## src/rtl/colour_pwm_driver.sv

```systemverilog
// Sink for the 3-bit colour interface: PWM-dimmed RGB drive plus a checker
// that tracks the 1->2->..->6->1 sequence, counts legal steps and flags errors.
module colour_pwm_driver #(
    parameter int PWM_W = 4,
    parameter int CNT_W = 8
) (
    input  logic             clk,
    input  logic             rst,
    input  logic [2:0]       colour,
    input  logic             enable,
    input  logic [PWM_W-1:0] duty,
    input  logic             clr_err,
    output logic             led_r,
    output logic             led_g,
    output logic             led_b,
    output logic             changed,
    output logic [CNT_W-1:0] change_count,
    output logic             err
);

    typedef enum logic {
        IDLE,
        TRACK
    } state_t;

    localparam logic [PWM_W-1:0] PWM_MAX = '1;
    localparam logic [CNT_W-1:0] CNT_MAX = '1;

    state_t           state_q, state_d;
    logic [2:0]       colour_q;
    logic [2:0]       prev_q, prev_d;
    logic [PWM_W-1:0] pwm_cnt_q, pwm_cnt_d;
    logic [PWM_W-1:0] duty_q, duty_d;
    logic [2:0]       led_q, led_d;
    logic             changed_q, changed_d;
    logic [CNT_W-1:0] count_q, count_d;
    logic             err_q, err_d;
    logic             err_set;
    logic             valid;

    function automatic logic [2:0] next_code(input logic [2:0] code);
        return (code == 3'd6) ? 3'd1 : code + 3'd1;
    endfunction

    assign valid = (colour_q != 3'b000) && (colour_q != 3'b111);

    // Duty is only sampled at the last count so a period is never cut short or stretched.
    always_comb begin
        pwm_cnt_d = enable ? pwm_cnt_q + 1'b1 : '0;
        duty_d    = (enable && pwm_cnt_q == PWM_MAX) ? duty : duty_q;
        led_d     = {3{enable & valid & (pwm_cnt_q < duty_q)}} & colour_q;
    end

    always_comb begin
        // NOTE: every combinational output gets a default first so no path leaves it unassigned (no latch).
        state_d   = state_q;
        prev_d    = prev_q;
        changed_d = 1'b0;
        count_d   = count_q;
        err_set   = 1'b0;
        unique case (state_q)
            IDLE: begin
                if (valid) begin
                    state_d = TRACK;
                    prev_d  = colour_q;
                end else begin
                    err_set = 1'b1;
                end
            end
            TRACK: begin
                if (!valid) begin
                    changed_d = 1'b1;
                    err_set   = 1'b1;
                    state_d   = IDLE;
                end else if (colour_q == prev_q) begin
                    changed_d = 1'b0;
                end else if (colour_q == next_code(prev_q)) begin
                    changed_d = 1'b1;
                    prev_d    = colour_q;
                    if (count_q != CNT_MAX) count_d = count_q + 1'b1;
                end else begin
                    changed_d = 1'b1;
                    err_set   = 1'b1;
                    prev_d    = colour_q;
                end
            end
            default: state_d = IDLE;
        endcase
        err_d = err_set ? 1'b1 : (clr_err ? 1'b0 : err_q);
    end

    always_ff @(posedge clk or posedge rst) begin
        if (rst) begin
            state_q   <= IDLE;
            colour_q  <= '0;
            prev_q    <= '0;
            pwm_cnt_q <= '0;
            duty_q    <= '0;
            led_q     <= '0;
            changed_q <= 1'b0;
            count_q   <= '0;
            err_q     <= 1'b0;
        end else begin
            // NOTE: non-blocking assignments so every register samples pre-edge values.
            state_q   <= state_d;
            colour_q  <= colour;
            prev_q    <= prev_d;
            pwm_cnt_q <= pwm_cnt_d;
            duty_q    <= duty_d;
            led_q     <= led_d;
            changed_q <= changed_d;
            count_q   <= count_d;
            err_q     <= err_d;
        end
    end

    assign led_r        = led_q[2];
    assign led_g        = led_q[1];
    assign led_b        = led_q[0];
    assign changed      = changed_q;
    assign change_count = count_q;
    assign err          = err_q;

endmodule

```

## config.mk

```make
export PLATFORM = sky130hd
export DESIGN_NAME = colour_pwm_driver
export DESIGN_NICKNAME = d
export VERILOG_FILES = /design/src/rtl/colour_pwm_driver.sv
export SDC_FILE = /design/constraint.sdc
export NUM_CORES = 1
export LEC_CHECK = 0
export ABC_AREA = 1
export BUFFER_PORTS_ARGS = -buffer_cell sky130_fd_sc_hd__buf_4
export CAP_MARGIN = 20
export CORE_ASPECT_RATIO = 0.6
export CORE_MARGIN = 2
export CORE_UTILIZATION = 55
export CTS_CLUSTER_SIZE = 10
export DETAILED_ROUTE_END_ITERATION = 10
export PLACE_DENSITY = 0.78
export SYNTH_ARGS = -nofsm -noshare
export SYNTH_HDL_FRONTEND = slang
export SYNTH_SLANG_ARGS = --single-unit
export TNS_END_PERCENT = 10
```

## constraint.sdc

```tcl
create_clock -name clk -period 1.7 [get_ports clk]
set_input_delay 0.34 -clock clk [delete_from_list [all_inputs] [get_ports clk]]
set_output_delay 0.34 -clock clk [all_outputs]
set_load 0.02 [all_outputs]
```

Word-level counts from Yosys, hierarchy flattened
Cells that the tools add are included.
- add/subtract/negate cells: 3
- muxes and demuxes: 17
- reductions and logical operators: 6
- equal/unequal tests: 9
- order comparisons: 1
- bitwise gates (word level): 5
- operators with widths (cell ; number):
    two-way mux 3 bit ; 4
    two-way mux 1 bit ; 10
    adder 8 x 1 -> 8 bit, second input constant ; 1
    != test 8 bit, second input constant ; 1
    == test 3 bit ; 2
    case mux 3 bit (2 select lines) ; 1
    AND reduction 5 bit ; 1
    adder 4 x 1 -> 4 bit, second input constant ; 1
    == test 4 bit, second input constant ; 1
    < comparator 4 bit ; 1
    two-way mux 4 bit ; 1
    != test 2 bit, second input constant ; 2
    adder 3 x 1 -> 3 bit, second input constant ; 1
    AND 3 bit ; 1
    == test 3 bit, second input constant ; 1
    != test 3 bit, second input constant ; 1
    AND reduction 3 bit ; 1
    nonzero test 3 bit ; 1
    AND 1 bit ; 2
    logical AND 1 bit ; 2
    != test 2 x 1 -> 1 bit, second input constant ; 1
    inverter 1 bit ; 2
    case mux 1 bit (2 select lines) ; 1
    nonzero test 2 bit ; 1
- bits in registers: 28
- input bits: 11
- word-level logic and storage cells: 50
- output and inout port bits: 13

Logic depth before layout (Yosys ltp)
Gate-level depths: netlist of the first run.
- depth after elaboration: 8
- mapped depth: 9
- depth with buffers taken out: 9

Worst setup path after synthesis of the first run
No wires, ideal clock.
- path kind: register -> register
- start: register count_q[0], in the netlist change_count[0]
- end: register count_q[3], in the netlist change_count[3]
- stages on the path, launching flop included: 10
- slack: 159 ps
- data required time: 1582 ps
- library setup time: 118 ps
- period minus slack after synthesis: 1541 ps
- buffers on the path: 0
- arrival time: 1423 ps
- cell sequence: dfrtp_1 -> ha_1 -> nand2_1 -> nor2_1 -> nand2_1 -> nand2_1 -> nor2_8 -> nand3_4 -> nand2_1 -> nand2_1
- cells in the longest elaborated chain, start to end: 2
- elaborated cells between the ends (all ways): 3
- classes of those cells: 1 x add/sub; 1 x eq/ne; 1 x reduce/logical
- ends and longest elaborated chain (item ; line ; source):
    from (decl) ; 36 ; logic [CNT_W-1:0] count_q, count_d;
    from (signal assigned) ; 112 ; count_q <= count_d;
    parallel branches: the longest is 2 deep, another holds adder 8 x 1 -> 8 bit ; -- ;
Several ways; the timed one is not identified.
A chain may end at the register's enable or synchronous reset.

Final worst setup path of the first run
Same ends and word-level chain as after synthesis.

==> results of run 1 <==
[cells by family after synthesis]
logic type / count (synthesis) / synth area share
and+or+nand+nor: 91 / 0.301
DFF: 28 / 0.487
buffers and inverters: 22 / 0.0574
AOI/OAI and AO/OA: 17 / 0.0635
xor gates and xnor gates: 7 / 0.0478
adders and majority gates: 5 / 0.0435
[repair_timing]
action / CTS / global route
setup endpoints to repair: 0 / 8
buffers inserted: 0 / 2
gates resized for setup: 0 / 0
[sequential cells by signal, summed over array words and instances (netlist names)]
signal	flops
change_count	8
changed	1
colour_q	3
duty_q	4
err	1
led_q	3
prev_q	3
pwm_cnt_q	4
state_q	1
[metal layers]
| layer | vias to the layer above | GRT usage |
|---|---|---|
| met5 | - | 0 |
| met4 | 0 | 0.0731 |
| met3 | 2 | 0.0628 |
| met2 | 38 | 0.282 |
| met1 | 548 | 0.290 |
| li1 | 602 | - |
[synth_stat cells (all sizes together)]
| cell | n |
|---|---|
| o21ai | 12 |
| nor2 | 14 |
| nand2 | 56 |
| ha | 5 |
| inv | 22 |
| nand4 | 3 |
| a21boi | 1 |
| xor2 | 4 |
| dfrtp | 28 |
| xnor2 | 3 |
| nand3 | 18 |
| a21oi | 4 |
[worst max path at each step]
| stage | startpoint | endpoint | slack, ns | cells past startpoint |
|---|---|---|---|---|
| final | change_count[0] | change_count[3] | 0.08 | 9 |
| after detailed placement | change_count[0] | change_count[7] | 0.14 | 9 |
| after CTS | change_count[0] | change_count[1] | 0.12 | 9 |
| after global routing | change_count[0] | change_count[7] | -0.05 | 9 |
| after floorplan | change_count[0] | change_count[3] | 0.16 | 9 |
| after global placement | change_count[0] | change_count[1] | 0.19 | 9 |
[per-stage QoR]
| stage | worst slack, ns | area (sq um) | TNS, ns | cells |
|---|---|---|---|---|
| 2_1_floorplan | 0.159 | 1440 | 0 | 170 |
| 3_3_place_gp | 0.186 | 1660 | 0 | 226 |
| 3_5_place_dp | 0.142 | 1660 | 0 | 226 |
| 4_1_cts | 0.125 | 1700 | 0 | 229 |
| 5_1_grt | -0.0537 | 1730 | -0.270 | 231 |
| 6_report | 0.0832 | 1730 | 0 | 231 |
[cells in the final DEF, fill, tap and decap left out]
| master | n |
|---|---|
| sky130_fd_sc_hd__nand2_1 | 54 |
| sky130_fd_sc_hd__dfrtp_1 | 28 |
| sky130_fd_sc_hd__buf_4 | 25 |
| sky130_fd_sc_hd__inv_1 | 20 |
| sky130_fd_sc_hd__nand3_1 | 16 |
| sky130_fd_sc_hd__o21ai_0 | 11 |
| sky130_fd_sc_hd__nor2_1 | 10 |
| sky130_fd_sc_hd__ha_1 | 5 |
| sky130_fd_sc_hd__a21oi_1 | 4 |
| sky130_fd_sc_hd__nand4_1 | 3 |
| sky130_fd_sc_hd__nor2_4 | 3 |
| sky130_fd_sc_hd__xnor2_1 | 3 |
| sky130_fd_sc_hd__xor2_1 | 3 |
| sky130_fd_sc_hd__clkbuf_8 | 3 |
| sky130_fd_sc_hd__nand2_2 | 2 |
| sky130_fd_sc_hd__inv_2 | 2 |
| sky130_fd_sc_hd__o21ai_1 | 1 |
| sky130_fd_sc_hd__nand3_2 | 1 |
| sky130_fd_sc_hd__xor2_2 | 1 |
| sky130_fd_sc_hd__a21boi_2 | 1 |
| sky130_fd_sc_hd__nor2_8 | 1 |
| sky130_fd_sc_hd__nand3_4 | 1 |
| sky130_fd_sc_hd__buf_12 | 1 |
[power groups by stage]
stage | Sequential [mW] | Combinational, mW | Clock [mW]
floorplan | 0.862 | 0.235 | 0
finish | 0.814 | 0.446 | 0.345
CTS | 0.813 | 0.430 | 0.357
detailed placement | 0.826 | 0.427 | 0
global placement | 0.818 | 0.413 | 0
global route | 0.827 | 0.494 | 0.379
[layout make-up]
type	count	area, sq um	share of cell area
Multi-Input combinational cell	120	656	0.379
Sequential cell	28	701	0.406
Tap cell	32	40.0	0.0232
Timing Repair Buffer	26	208	0.120
Inverter	22	82.6	0.0478
Clock buffer	3	41.3	0.0239
[tightest hold or removal path: stages]
cell	delay (ns)
sky130_fd_sc_hd__buf_4	0.10
sky130_fd_sc_hd__inv_1	0.05
sky130_fd_sc_hd__buf_4	0.32
==> impl_summary.txt, run 1 <==
----------------------------------------------------
[Route]
  M1 wire length ... 1370 um
  Amount of wire on met2 after detailed routing ... roughly 1200 um
  Via-to-Cell Ratio ... 5.15
  Detailed-router iteration count before antenna repair ... 4
  Wire per inst ... 11.9 um
  Total via count after detailed routing ... 1190
  Residual DRC count ... 0
  First-iteration detailed-routing DRC count ... 96
  Detailed route wirelength on metal3 ... 175 um
  Uppermost routed layer ... met4
  Post-route antenna net violation count ... 0
  Final wirelength ... 2750 um

[Setup path]
  CP delay by family, top ... simple AND/OR/NAND/NOR gates
  Nature of the critical path endpoint ... flip-flop
  Startpoint type of the worst setup path ... flip-flop
  R2R Path Start ... change_count[0]
  Capturing point of the worst reg2reg path ... change_count[3]
  Highest fanout seen on the critical path ... 5
  Cell with the largest stage delay on the worst path ... sky130_fd_sc_hd__dfrtp_1
  Crit-path most repeated cell ... sky130_fd_sc_hd__nand2_1
  Number of cells on the worst reg-to-reg path ... 9
  Critical path data arrival time ... 1.78 ns
  Worst setup path class ... flip-flop to flip-flop
  Critical path buffers and inverters ... 1
  Reg-to-reg setup timing slack ... 0.08 ns
  Critical path cell sequence ... ha_1 > nand2_1 > nor2_1 > nand2_1 > nand2_1 > nor2_8 > buf_4 > nand3_1 > nand2_1
  Maximum single-stage delay on the critical path ... approximately 0.42 ns
  Data required time of the critical path ... between 1.5 and 2 ns

[Final layout]
  Number of nets in the finished design ... 217
  Fill cell total of the finished layout ... 203
  Utilization after layout ... 0.695
  Number of diodes added for antenna fixing ... 0
  Layout Area Growth over Synthesis ... 20.1%
  Ratio of cells with drive above 1 in the final layout ... 0.206

[Clock network]
  TritonCTS clock tree ... built
  TritonCTS buffer count ... 3
  Number of levels in the clock H-tree ... 1
  Root buffer selected by CTS ... sky130_fd_sc_hd__clkbuf_8
  Number of buffers inserted by hold repair at cts ... 0
  Number of clock sinks seen by CTS ... 28
  Clk buf depth ... 2
  Clock-pin slew of the registers on the worst-case setup and hold paths ... 0.09 ns
  Clk_lat worst skew ... 0.27 ns

[Synth]
  Number of synthesized register bits ... 28
  Warnings from Yosys ... 0
  Top post-synthesis cells by area ... sky130_fd_sc_hd__dfrtp_1 (49%), sky130_fd_sc_hd__nand2_1 (14%), sky130_fd_sc_hd__nand3_1 (5.6%)
  Netlist cell types ... 20
  Synth area leader ... sky130_fd_sc_hd__dfrtp_1
  Syn_area_per_cell ... 8.46 sq um
  Syn Inst Count ... 170
  Yosys top cell area share ... 0.487
  Sequential area share after synthesis ... 0.487
  Syn nets ... 186
  Post-Syn Area ... 1440 sq um

[STA]
  Worst slew margin relative to its limit ... 0.717
  Max-slew violation count ... 0
  Minimum hold slack ... 0.131 ns
  Post-layout min period ... between 1.5 and 2 ns
  Number of hold-slack violations in the final timing report ... 0
  Endpoints failing setup ... 0
  Share of the clock period used by the worst path ... 0.951
  Slew at the pin with the worst max-slew slack ... 0.423 ns
  Post-Route Skew ... 0.0112 ns
  Achievable Freq ... 0.618 GHz

[Power]
  Internal power ... 1.07 mW
  Leak ... 0.935 nW
  Relative contribution of combinational cells to total power ... 0.278
  Total power after layout ... 1.60 mW
  Total power density per cell area ... around 930 nW/um^2
  Share of total power in the clock network ... 0.215
  Relative contribution of sequential cells to total power ... 0.507
  Net switching power of the design ... ~530 uW
  Worst IR Drop VDD ... around 600 uV
  Net switching share of the total power ... 0.331

[Place]
  Post-DP HPWL ... 2090 um
  Buffers on Ports ... 23
  Placer's final routability congestion estimate ... 0.868

[Die]
  Area of the die ... 3050 sq um
  Core area ... 2490 sq um
  Boundary Pins ... 24
  Die height ... 43.6 um
  Initial standard-cell utilization of the core ... 0.578
  Row count ... 14
  Die boundary width ... roughly 70 um

[Global route]
  All-Layer GR Usage ... 0.199
  First-pass GRT wire length ... 4630 um
  Initial antenna violation count ... 0
  Maximum number of pins on one net before global-route repair ... 29
  Number of global-route vias before repair ... 1052
  Global route total overflow ... 0

[Outcome]
  Status ... finished, final reports clean

[Hold path]
  Worst min-delay path class ... input pin to asynchronous set/reset pin

[Job]
  Max Cap Violations ... 0

----------------------------------------------------
Power figures use the tool's default switching activity.
==> run 2: changes to the inputs <==
CORE_UTILIZATION = 49   (was 55)
PLACE_DENSITY = 0.8   (was 0.78)
SKIP_CTS_REPAIR_TIMING = 1   (was unset)
clock period = 1.35 ns   (was 1.7 ns; I/O delays follow)
==> run 2 against run 1 <==
The flow now finishes with violations (setup timing). Highest routed layer unchanged. Critical path depth shrank 2. Wire length grew 24%. Setup slack lost 0.17 ns. Via count grew 6.6%. Clock skew grew 0.0012 ns.
==> impl_summary.txt, run 2 (synthesized netlist as in run 1, its figures left out) <==
----------------------------------------------------
[Final layout]
  Fin area ... 1960 sq um (+13%)
  Most common cell after layout, fill and taps aside ... sky130_fd_sc_hd__nand2_1
  Multi-input combinational cell area ... 717 sq um (+9.4%)
  Largest register FFs ... 8 (unchanged)
  Number of cells in the finished layout apart from fillers ... 257 (+11%)
  Ratio of cells with drive above 1 in the final layout ... 0.358 (+0.152)
  Utilization after layout ... 0.690 (-0.00460)
  Most used cells in the layout excluding fill and tap cells ... sky130_fd_sc_hd__nand2_1 (45), sky130_fd_sc_hd__buf_4 (39), sky130_fd_sc_hd__dfrtp_1 (22)
  Area of all sequential standard cells ... 708 sq um (+1.1%)
  Number of diodes added for antenna fixing ... 0 (unchanged)
  Fill cell total of the finished layout ... 212 (+4.4%)
  Layout Area Growth over Synthesis ... 35.9%
  Number of nets in the finished design ... 232 (+6.9%)

[Setup path]
  Worst setup path class ... flip-flop to flip-flop
  Startpoint type of the worst setup path ... flip-flop
  Cell with the largest stage delay on the worst path ... sky130_fd_sc_hd__dfrtp_1
  Critical path buffers and inverters ... 2 (+1)
  Cell count along the critical path ... 7 (-2)
  Critical path data arrival time ... 1.66 ns (-0.12 ns)
  Data required time of the critical path ... 1.58 ns (-0.28 ns)
  Critical path cell sequence ... buf_4 > o21ai_2 > nand2_2 > buf_6 > a21boi_2 > o21ai_0 > nand2_1
  CP delay by family, top ... flip-flops
  Nature of the critical path endpoint ... flip-flop
  Number of cells on the worst reg-to-reg path ... 7 (-2)
  Maximum single-stage delay on the critical path ... 0.45 ns (+0.03 ns)
  Highest fanout seen on the critical path ... 5 (unchanged)

[STA]
  Setup repair after global routing missed its margin ... true
  Share of the clock period used by the worst path ... 1.06 (+0.111)
  Slew at the pin with the worst max-slew slack ... 0.346 ns (-0.0768 ns)
  Post-layout min period ... 1.43 ns (-0.183 ns)
  Endpoints failing setup ... 12 (+12)
  Post-Route Skew ... 0.0124 ns (+0.00121 ns)
  Achievable Freq ... 0.698 GHz (+13%)
  Number of hold-slack violations in the final timing report ... 0 (unchanged)
  Setup ws final ... -0.0834 ns (-0.167 ns)
  Worst slew margin relative to its limit ... 0.769 (+0.0522)
  Minimum hold slack ... 0.0366 ns (-0.0943 ns)
  Max-slew violation count ... 0 (unchanged)

[Global route]
  Global route total overflow ... 0 (unchanged)
  First-pass GRT wire length ... 5070 um (+9.5%)
  Maximum number of pins on one net before global-route repair ... 29 (unchanged)
  Initial antenna violation count ... 0 (unchanged)
  Number of global-route vias before repair ... 1145 (+8.8%)
  All-Layer GR Usage ... 0.207 (+0.00861)

[Die]
  Row count ... 15 (+1)
  Initial standard-cell utilization of the core ... 0.508 (-0.0707)
  Boundary Pins ... 24 (unchanged)
  Core area ... 2830 sq um (+14%)
  Die height ... 46.0 um (+5.4%)
  Die boundary width ... 74.0 um (+5.6%)
  Area of the die ... 3400 sq um (+11%)

[Clock network]
  TritonCTS buffer count ... 3 (unchanged)
  Clock-pin slew of the registers on the worst-case setup and hold paths ... 0.10 ns (about the same)
  Number of levels in the clock H-tree ... 1 (unchanged)
  Clk_lat worst skew ... 0.28 ns (about the same)
  TritonCTS clock tree ... built
  Clk buf depth ... 2 (unchanged)
  Number of clock sinks seen by CTS ... 28 (unchanged)
  Root buffer selected by CTS ... sky130_fd_sc_hd__clkbuf_8

[Hold path]
  Worst min-delay path class ... input pin to asynchronous set/reset pin

[Power]
  Worst IR Drop VDD ... 737 uV (+22%)
  Total power density per cell area ... 1260 nW/um^2 (+35%)
  Leak ... 1.04 nW (+11%)

[Place]
  Placer's final routability congestion estimate ... 0.774 (-11%)
  Buffers on Ports ... 23 (unchanged)
  Post-DP HPWL ... 2330 um (+12%)
  Area after DPL ... 1780 sq um (+7.2%)
  Cell total after placement ... 248 (+9.7%)

[Job]
  Max Cap Violations ... 0 (unchanged)

[Route]
  Total via count after detailed routing ... 1268 (+6.6%)
  Wire per inst ... 13.2 um (+11%)
  Via-to-Cell Ratio ... 4.93 (-4.2%)
  Post-route antenna net violation count ... 0 (unchanged)
  Residual DRC count ... 0 (unchanged)
  Detailed-router iteration count before antenna repair ... 4 (unchanged)
  Final wirelength ... 3400 um (+24%)
  First-iteration detailed-routing DRC count ... 82 (-15%)

[Outcome]
  Failing checks ... setup timing
  Status ... complete, but fails checks

----------------------------------------------------
-- run 2: worst paths after layout --
check                                   to    startpoint  slack, ns
min in group clk               colour_q[0]     colour[0]       0.09
max in group asynchronous  change_count[0]           rst       1.02
max reg2reg                            err   colour_q[1]      -0.08
min                                changed           rst       0.04
max                                    err   colour_q[1]      -0.08
min reg2reg                   pwm_cnt_q[0]  pwm_cnt_q[0]       0.49
-- run 2: stage by stage --
stage               setup TNS, ns  total power [mW]  setup WS, ns
finish                     -0.728              2.46       -0.0834
global route                -1.79              2.58        -0.166
CTS                        -0.418              2.35       -0.0587
detailed placement         -0.288              1.69       -0.0464
global placement                0              1.65      0.000508
floorplan                  -0.162              1.41       -0.0212
-- run 2: worst reg2reg max path, delay by kind of cell (launching register included) --
kind	cells	cell delay, ns
compound gates	3	0.44
buf+inv	2	0.30
flops	1	0.45
simple gates	2	0.20
-- run 2: area by class of cell --
cell class                      count  share of cell area
Tap cell                           42              0.0269
Inverter                           22              0.0422
Clock buffer                        3              0.0211
Timing Repair Buffer               41               0.166
Clock inverter                      1              0.0154
Sequential cell                    28               0.362
Multi-Input combinational cell    120               0.367
-- run 2: power by group --
| part | leakage [nW] | switching [mW] | internal (mW) |
|---|---|---|---|
| logic | 0.671 | 0.420 | 0.343 |
| clock network | 0.0357 | 0.269 | 0.398 |
| registers | 0.334 | 0.0966 | 0.929 |
-- run 2: metal layers --
metal  wire [um]  global-route usage  up-vias
met2        1720               0.336       44
met4          56               0.105        0
met5           0                   0        -
met1        1450               0.260      586
li1            -                   -      632
met3         174              0.0553        6
